===== config.mk =====
export PLATFORM = sky130hd
export DESIGN_NAME = tcdm_bank_arbiter
export DESIGN_NICKNAME = d
export VERILOG_FILES = /design/src/rtl/tcdm_bank_pkg.sv /design/src/rtl/tcdm_bank_resp_pipe.sv /design/src/rtl/tcdm_bank_arbiter.sv
export SDC_FILE = /design/constraint.sdc
export NUM_CORES = 1
export LEC_CHECK = 0
export ABC_AREA = 1
export CAP_MARGIN = 30
export CELL_PAD_IN_SITES_DETAIL_PLACEMENT = 1
export CELL_PAD_IN_SITES_GLOBAL_PLACEMENT = 1
export CORE_MARGIN = 4
export CORE_UTILIZATION = 10
export DETAILED_ROUTE_END_ITERATION = 12
export PLACE_DENSITY = 0.74
export SYNTH_ARGS = -nofsm -noshare
export SYNTH_HDL_FRONTEND = slang
export SYNTH_SLANG_ARGS = --single-unit

===== constraint.sdc =====
create_clock -name clk_i -period 1.56 [get_ports clk_i]
set_input_delay 0.312 -clock clk_i [delete_from_list [all_inputs] [get_ports clk_i]]
set_output_delay 0.312 -clock clk_i [all_outputs]
set_load 0.03 [all_outputs]

===== src/rtl/tcdm_bank_pkg.sv =====
// rtl/tcdm_bank_pkg.sv - shared types and helpers for the TCDM bank arbiter
package tcdm_bank_pkg;

  typedef enum logic {
    PortA = 1'b0,
    PortB = 1'b1
  } port_sel_e;

  // Counter width able to hold the value 0..limit inclusive.
  function automatic int starve_cnt_width(input int limit);
    return (limit < 1) ? 1 : $clog2(limit + 1);
  endfunction

endpackage


===== src/rtl/tcdm_bank_resp_pipe.sv =====
// rtl/tcdm_bank_resp_pipe.sv - fixed-depth shift register of response tags
module tcdm_bank_resp_pipe #(
  parameter int Depth = 1,
  parameter int Width = 1
) (
  input  logic             clk_i,
  input  logic             rst_i,
  input  logic [Width-1:0] tag_i,
  output logic [Width-1:0] tag_o
);

  logic [Depth-1:0][Width-1:0] stage_q;

  if (Depth == 1) begin : g_single
    always_ff @(posedge clk_i) begin
      if (rst_i) begin
        stage_q <= '0;
      end else begin
        stage_q <= tag_i;
      end
    end
  end else begin : g_multi
    always_ff @(posedge clk_i) begin
      if (rst_i) begin
        stage_q <= '0;
      end else begin
        stage_q <= {stage_q[Depth-2:0], tag_i};
      end
    end
  end

  assign tag_o = stage_q[Depth-1];

endmodule


===== src/rtl/tcdm_bank_arbiter.sv =====
// rtl/tcdm_bank_arbiter.sv - per-bank A/B arbiter with starvation guard and response routing
module tcdm_bank_arbiter
  import tcdm_bank_pkg::*;
#(
  parameter int DataWidth    = 32,
  parameter int BeWidth      = DataWidth / 8,
  parameter int AddrMemWidth = 12,
  parameter int IniAddWidth  = 5,
  parameter int MemLatency   = 1,
  parameter int StarveLimit  = 4,
  parameter bit WriteRespOn  = 1'b1
) (
  input  logic                    clk_i,
  input  logic                    rst_i,

  input  logic                    a_req_i,
  output logic                    a_gnt_o,
  input  logic [AddrMemWidth-1:0] a_add_i,
  input  logic                    a_wen_i,
  input  logic [DataWidth-1:0]    a_wdata_i,
  input  logic [BeWidth-1:0]      a_be_i,
  input  logic [IniAddWidth-1:0]  a_ini_add_i,
  output logic                    a_vld_o,
  output logic [IniAddWidth-1:0]  a_ini_add_o,
  output logic [DataWidth-1:0]    a_rdata_o,

  input  logic                    b_req_i,
  output logic                    b_gnt_o,
  input  logic [AddrMemWidth-1:0] b_add_i,
  input  logic                    b_wen_i,
  input  logic [DataWidth-1:0]    b_wdata_i,
  input  logic [BeWidth-1:0]      b_be_i,
  output logic                    b_vld_o,
  output logic [DataWidth-1:0]    b_rdata_o,

  output logic                    mem_req_o,
  output logic [AddrMemWidth-1:0] mem_add_o,
  output logic                    mem_wen_o,
  output logic [DataWidth-1:0]    mem_wdata_o,
  output logic [BeWidth-1:0]      mem_be_o,
  input  logic [DataWidth-1:0]    mem_rdata_i
);

  if (MemLatency < 1) begin : g_bad_latency
    $fatal(1, "tcdm_bank_arbiter: MemLatency must be >= 1");
  end
  if (StarveLimit < 1) begin : g_bad_starve
    $fatal(1, "tcdm_bank_arbiter: StarveLimit must be >= 1");
  end

  localparam int StarveW = starve_cnt_width(StarveLimit);

  typedef struct packed {
    logic                   valid;
    port_sel_e              port;
    logic [IniAddWidth-1:0] ini_add;
    logic                   wen;
  } tag_t;

  localparam int TagW = $bits(tag_t);

  logic [StarveW-1:0] starve_q;
  logic               starved;
  logic               b_win;
  logic               a_gnt;
  logic               b_gnt;

  // B only overrides A once it has been denied StarveLimit cycles in a row.
  assign starved = (starve_q == StarveW'(StarveLimit));
  assign b_win   = b_req_i & (~a_req_i | starved);
  assign b_gnt   = ~rst_i & b_win;
  assign a_gnt   = ~rst_i & a_req_i & ~b_win;

  assign a_gnt_o = a_gnt;
  assign b_gnt_o = b_gnt;

  assign mem_req_o   = a_gnt | b_gnt;
  assign mem_add_o   = b_gnt ? b_add_i   : a_add_i;
  assign mem_wen_o   = b_gnt ? b_wen_i   : a_wen_i;
  assign mem_wdata_o = b_gnt ? b_wdata_i : a_wdata_i;
  assign mem_be_o    = b_gnt ? b_be_i    : a_be_i;

  always_ff @(posedge clk_i) begin
    if (rst_i) begin
      starve_q <= '0;
    end else if (b_req_i && !b_gnt) begin
      if (!starved) begin
        starve_q <= starve_q + StarveW'(1);
      end
    end else begin
      starve_q <= '0;
    end
  end

  tag_t            tag_in;
  tag_t            tag_out;
  logic [TagW-1:0] tag_in_bits;
  logic [TagW-1:0] tag_out_bits;

  // Writes only occupy a response slot when write responses are enabled.
  always_comb begin
    tag_in         = '0;
    tag_in.valid   = mem_req_o & (~mem_wen_o | WriteRespOn);
    tag_in.port    = b_gnt ? PortB : PortA;
    tag_in.ini_add = b_gnt ? '0 : a_ini_add_i;
    tag_in.wen     = mem_wen_o;
  end

  assign tag_in_bits = tag_in;

  tcdm_bank_resp_pipe #(
    .Depth (MemLatency),
    .Width (TagW)
  ) u_resp_pipe (
    .clk_i (clk_i),
    .rst_i (rst_i),
    .tag_i (tag_in_bits),
    .tag_o (tag_out_bits)
  );

  assign tag_out = tag_t'(tag_out_bits);

  logic                 rsp_live;
  logic                 a_rsp;
  logic                 b_rsp;
  logic [DataWidth-1:0] rsp_data;

  assign rsp_live = ~rst_i & tag_out.valid;
  assign a_rsp    = rsp_live & (tag_out.port == PortA);
  assign b_rsp    = rsp_live & (tag_out.port == PortB);
  assign rsp_data = tag_out.wen ? '0 : mem_rdata_i;

  assign a_vld_o     = a_rsp;
  assign a_rdata_o   = a_rsp ? rsp_data : '0;
  assign a_ini_add_o = a_rsp ? tag_out.ini_add : '0;
  assign b_vld_o     = b_rsp;
  assign b_rdata_o   = b_rsp ? rsp_data : '0;

endmodule


After elaboration in Yosys (flattened, before gate mapping)
Index checks and enable logic that the tools add are counted.
{"block": "word_totals", "out_inout_bits": 123, "regBits": 11, "in_bits": 139, "elab_cells": 32}
{"block": "classes", "bitwise": 14, "reduce_logical": 4, "add_sub_neg": 1, "mux": 9, "n_eq_ne": 1}
{"operator": "$mux 32", "n": 4}
{"operator": "$mux 12", "n": 1}
{"operator": "$and 1x1->1", "n": 7}
{"operator": "$mux 5", "n": 1}
{"operator": "$not 1->1", "n": 5}
{"operator": "$mux 4", "n": 1}
{"operator": "$reduce_or 2->1", "n": 2}
{"operator": "$add 3x1->3 const B", "n": 1}
{"operator": "$eq 3x3->1 const B", "n": 1}
{"operator": "$mux 1", "n": 2}
{"operator": "$or 1x1->1", "n": 2}
{"operator": "$logic_and 1x1->1", "n": 1}
{"operator": "$logic_not 1->1", "n": 1}

Logic depth before layout (Yosys ltp)
{"block": "depth", "word_depth": 8, "depth_mapped": 10, "ltp_nobuf": 8}

By module
Synthesis repeated with hierarchy kept, for this count alone.
{"block": "hier_totals", "cells_unflattened": 352, "area_unflattened_um2": 1923.1}
{"mod": "tcdm_bank_arbiter", "cells_each": 327, "area_each_um2": 1691.6, "instances": 1, "seq_area_each_um2": 60.1}
{"mod": "tcdm_bank_resp_pipe", "cells_each": 25, "area_each_um2": 231.5, "instances": 1, "seq_area_each_um2": 160.2}

Least setup slack after synthesis
OpenSTA, ideal clock, no wires.
{"block": "synth_timing", "kind": "input port to output port", "start": "input rst_i", "end": "output a_rdata_o[10]", "path_buffers": 2, "t_required_ns": 1.248, "path_slack_ns": -0.273, "cell_stages": 5, "t_arrival_ns": 1.521, "cell_sequence": "inv_1 nand3b_1 buf_2 buf_2 nor3_1"}
{"block": "synth_between", "elab_chain_cells": 4}
{"item": "from (decl)", "line_no": "tcdm_bank_arbiter.sv:14", "source": "input logic rst_i,"}
{"item": "$not 1->1", "line_no": "tcdm_bank_arbiter.sv:128", "source": "assign rsp_live = ~rst_i & tag_out.valid;"}
{"item": "$and 1x1->1", "line_no": "tcdm_bank_arbiter.sv:128"}
{"item": "$and 1x1->1", "line_no": "tcdm_bank_arbiter.sv:129", "source": "assign a_rsp = rsp_live & (tag_out.port == PortA);"}
{"item": "$mux 32", "line_no": "tcdm_bank_arbiter.sv:134", "source": "assign a_rdata_o = a_rsp ? rsp_data : '0;"}
{"item": "to (decl)", "line_no": "tcdm_bank_arbiter.sv:25", "source": "output logic [DataWidth-1:0] a_rdata_o,"}
Every way passes these cells.

Worst setup path in the final report
{"block": "layout_timing", "start": "register starve_q[1]", "end": "output mem_be_o[1]"}
{"block": "layout_between", "elab_chain_cells": 5}
{"item": "from (decl)", "line_no": "tcdm_bank_arbiter.sv:62", "source": "logic [StarveW-1:0] starve_q;"}
{"item": "from (signal assigned)", "line_no": "tcdm_bank_arbiter.sv:88", "source": "starve_q <= starve_q + StarveW'(1);"}
{"item": "$eq 3x3->1", "line_no": "tcdm_bank_arbiter.sv:69", "source": "assign starved = (starve_q == StarveW'(StarveLimit));"}
{"item": "$or 1x1->1", "line_no": "tcdm_bank_arbiter.sv:70", "source": "assign b_win = b_req_i & (~a_req_i | starved);"}
{"item": "$and 1x1->1", "line_no": "tcdm_bank_arbiter.sv:70"}
{"item": "$and 1x1->1", "line_no": "tcdm_bank_arbiter.sv:71", "source": "assign b_gnt = ~rst_i & b_win;"}
{"item": "$mux 4", "line_no": "tcdm_bank_arbiter.sv:81", "source": "assign mem_be_o = b_gnt ? b_be_i : a_be_i;"}
{"item": "to (decl)", "line_no": "tcdm_bank_arbiter.sv:40", "source": "output logic [BeWidth-1:0] mem_be_o,"}
Every way passes these cells.

==> summary.txt <==
status -> finished, violations left
failing checks -> setup timing
TritonCTS clock tree -> built
crit end category -> output port
Avg Cell Area, Syn -> 4.78 sq um
Mapped Cells -> 330
root buffer cell -> clkbuf_16
Post-Place Setup Slack -> -0.487 ns
adder-cell share of the synthesized area -> 0.0159
DIE AREA -> 0.0178 sq mm
post-route ant nets -> 0
worst hold path endpoint -> u_resp_pipe.tag_o[7]$_SDFF_PP0_
CTS sink count -> 11
Synth Area in XOR/XNOR -> 0.0111
Worst setup SP type -> register
core area -> 0.0153 sq mm
total of max-cap violations -> 0
setup ws final -> -0.444 ns
RD Place Congestion -> 0.784
critical path arrival -> 1.69 ns
chip width -> 134 um
Mapped Area -> 0.00158 sq mm
Vias/cell -> 4.14
post-DP HPWL -> 9730 um
relative slew slack -> 0.782
largest family of logic cells by synthesized area -> simple AND/OR/NAND/NOR gates
htree depth -> 1
reg-to-reg endpoint -> u_resp_pipe.tag_o[1]$_SDFF_PP0_
commonest non-fill, non-tap cell in the layout -> clkdlybuf4s50_1
Cell variety after synth -> 19
LEAKAGE -> 0.00327 uW
#FFs+latches synth -> 11
final instance area -> 0.00737 sq mm
Reg2Reg Depth -> 11
register-to-register setup slack -> 0.08 ns
Worst VDD drop -> 0.000272 V
Compound-Gate Fraction of Synth Area -> 0.0127
fmax -> 0.499 GHz
fin util -> 0.481
detailed-route wire length -> 17,100 um
Clock Path Buffers -> 2
highest routed layer -> met4
clk_lat worst skew -> 0.24 ns
First-pass DRT Iterations -> 4
layout cells sized above 1 -> 0.670
Net Count, Synth -> 471
fillcell total -> 1,654
routed len/inst -> 20.0 um
register area share after synthesis -> 0.140
nets -> 787
final setup violating endpoints -> 122
worst min path class -> in2reg
IO Count -> 262
Ys Warns -> 0
P&R area growth vs syn -> 368%
RSZ-0062 raised after global routing -> true
kind of critical path -> reg2out
Setup Skew -> 0.00261 ns
initial antenna violation count -> 0
post-layout min period -> 2.00 ns
power per cell area -> 371 mW/mm^2
1st-iter DRT viols -> 59
Worst Path Max Fanout -> 8
FF-to-FF Start -> starve_q[1]$_SDFFE_PP0N_
period utilization -> 1.28
total track usage -> 0.168
met2 WL -> 9720 um
via count -> 3,542
I/O Buffers -> 261
Placed Area -> 0.00513 sq mm
multiplexer share of the synthesized area -> 0
hold depth -> 3
first-pass GRT wire length -> 23,600 um
Worst Path Required -> 1.25 ns
M1 wire length -> 5510 um
Slew Viols, Final -> 0
Least-Margin Pin Slew -> 0.326 ns
GR Overflow Total -> 0
most frequent cells in the layout -> 134 x clkdlybuf4s50_1, 132 x buf_6, 91 x nand2_4, 62 x nor3_4, 52 x nand2_2
total power -> 2740 uW
FF+latch area -> 231 sq um
met3 wire len -> 1680 um
post-synthesis simple-gate area fraction -> 0.621
hold path start -> rst_i
clock slew at reported path FFs -> 0.05 ns
worst hold margin -> 0.370 ns
largest net degree at the start of global routing -> 29
area occupied by multi-input gates -> 0.00266 sq mm
DRC viols -> 0
final hold vios -> 0
ANT cells -> 0
height of the die -> 134 um
vias in the first global route -> 3,993
Rows -> 45
cts bufs inserted -> 3
Initial Util -> 0.103
-- cells by family (layout without fill, tap and decap cells) --
family          count (synthesis)  after routing
fa+ha+maj                       2              2
compound gates                  4              4
xor+xnor                        2              2
buf+inv                        77            392
simple gates                  234            234
flops                          11             11
-- through the flow --
stage	cells	TNS (ns)
3_5_place_dp	811	-47.80
4_1_cts	846	-31.78
3_3_place_gp	811	-46.16
2_1_floorplan	330	-7.59
5_1_grt	856	-37.70
6_report	856	-30.49
-- routing by layer --
layer,up-vias,track usage
met1,1681,0.160
li1,1640,-
met4,0,0.0314
met2,209,0.345
met3,12,0.0559
met5,-,0
-- how the worst max path moves through the flow --
stage,slack (ns),to,from
final,-0.44,mem_be_o[1],starve_q[1]$_SDFFE_PP0N_
after global routing,-0.52,mem_wdata_o[9],starve_q[1]$_SDFFE_PP0N_
after CTS,-0.48,mem_wdata_o[30],starve_q[0]$_SDFFE_PP0N_
after detailed placement,-0.49,mem_wdata_o[22],rst_i
after global placement,-0.47,mem_wdata_o[10],rst_i
after floorplan,-0.23,b_rdata_o[0],rst_i
-- worst max-delay path, stage by stage (launching register included) --
cell and delay, ns:
dfxtp_2 0.33, inv_2 0.04, ha_4 0.16, nand2_4 0.08
nand2_4 0.06, nand3_4 0.11, buf_12 0.19, clkbuf_16 0.20
nand2_4 0.07, nand2_4 0.06, buf_6 0.12
-- where the power goes --
part | internal (uW) | total (uW) | switching [uW]
registers | 296 | 308 | 12.1
logic | 956 | 1950 | 994
clock network | 340 | 479 | 138
-- cells in the mapped netlist --
cell type | n | area, sq um
nand2_1 | 149 | 559
nor3_1 | 64 | 320
inv_1 | 52 | 195
nor2_1 | 13 | 48.8
clkbuf_1 | 12 | 45.0
dfxtp_1 | 11 | 220
buf_2 | 8 | 40.0
a21oi_1 | 4 | 20.0
nand3_1 | 3 | 15.0
buf_1 | 2 | 7.51
buf_6 | 2 | 22.5
ha_1 | 2 | 25.0
nand2_2 | 2 | 12.5
inv_2 | 1 | 3.75
nand3_2 | 1 | 10.0
nand3b_1 | 1 | 7.51
nand4_1 | 1 | 6.26
xnor2_1 | 1 | 8.76
xor2_1 | 1 | 8.76
-- repair_timing --
item | in CTS | in global routing
pin swaps | 9 | 22
hold buffers | 0 | 0
resized for setup | 219 | 185
setup endpoints to repair | 123 | 123
cloned | 14 | 6
buffers inserted | 17 | 10
-- state kept, by name, indices dropped and copies added (netlist names) --
name,cells
starve_q,3
u_resp_pipe.tag_o,8
-- final cells by class --
class | count | area share
clock buffer | 3 | 0.0102
inverter | 53 | 0.0283
clock inverter | 1 | 0.000679
multi-input combinational | 242 | 0.360
tap | 211 | 0.0358
sequential | 11 | 0.0314
timing repair buffer | 335 | 0.533
Power figures use the tool's default switching activity.
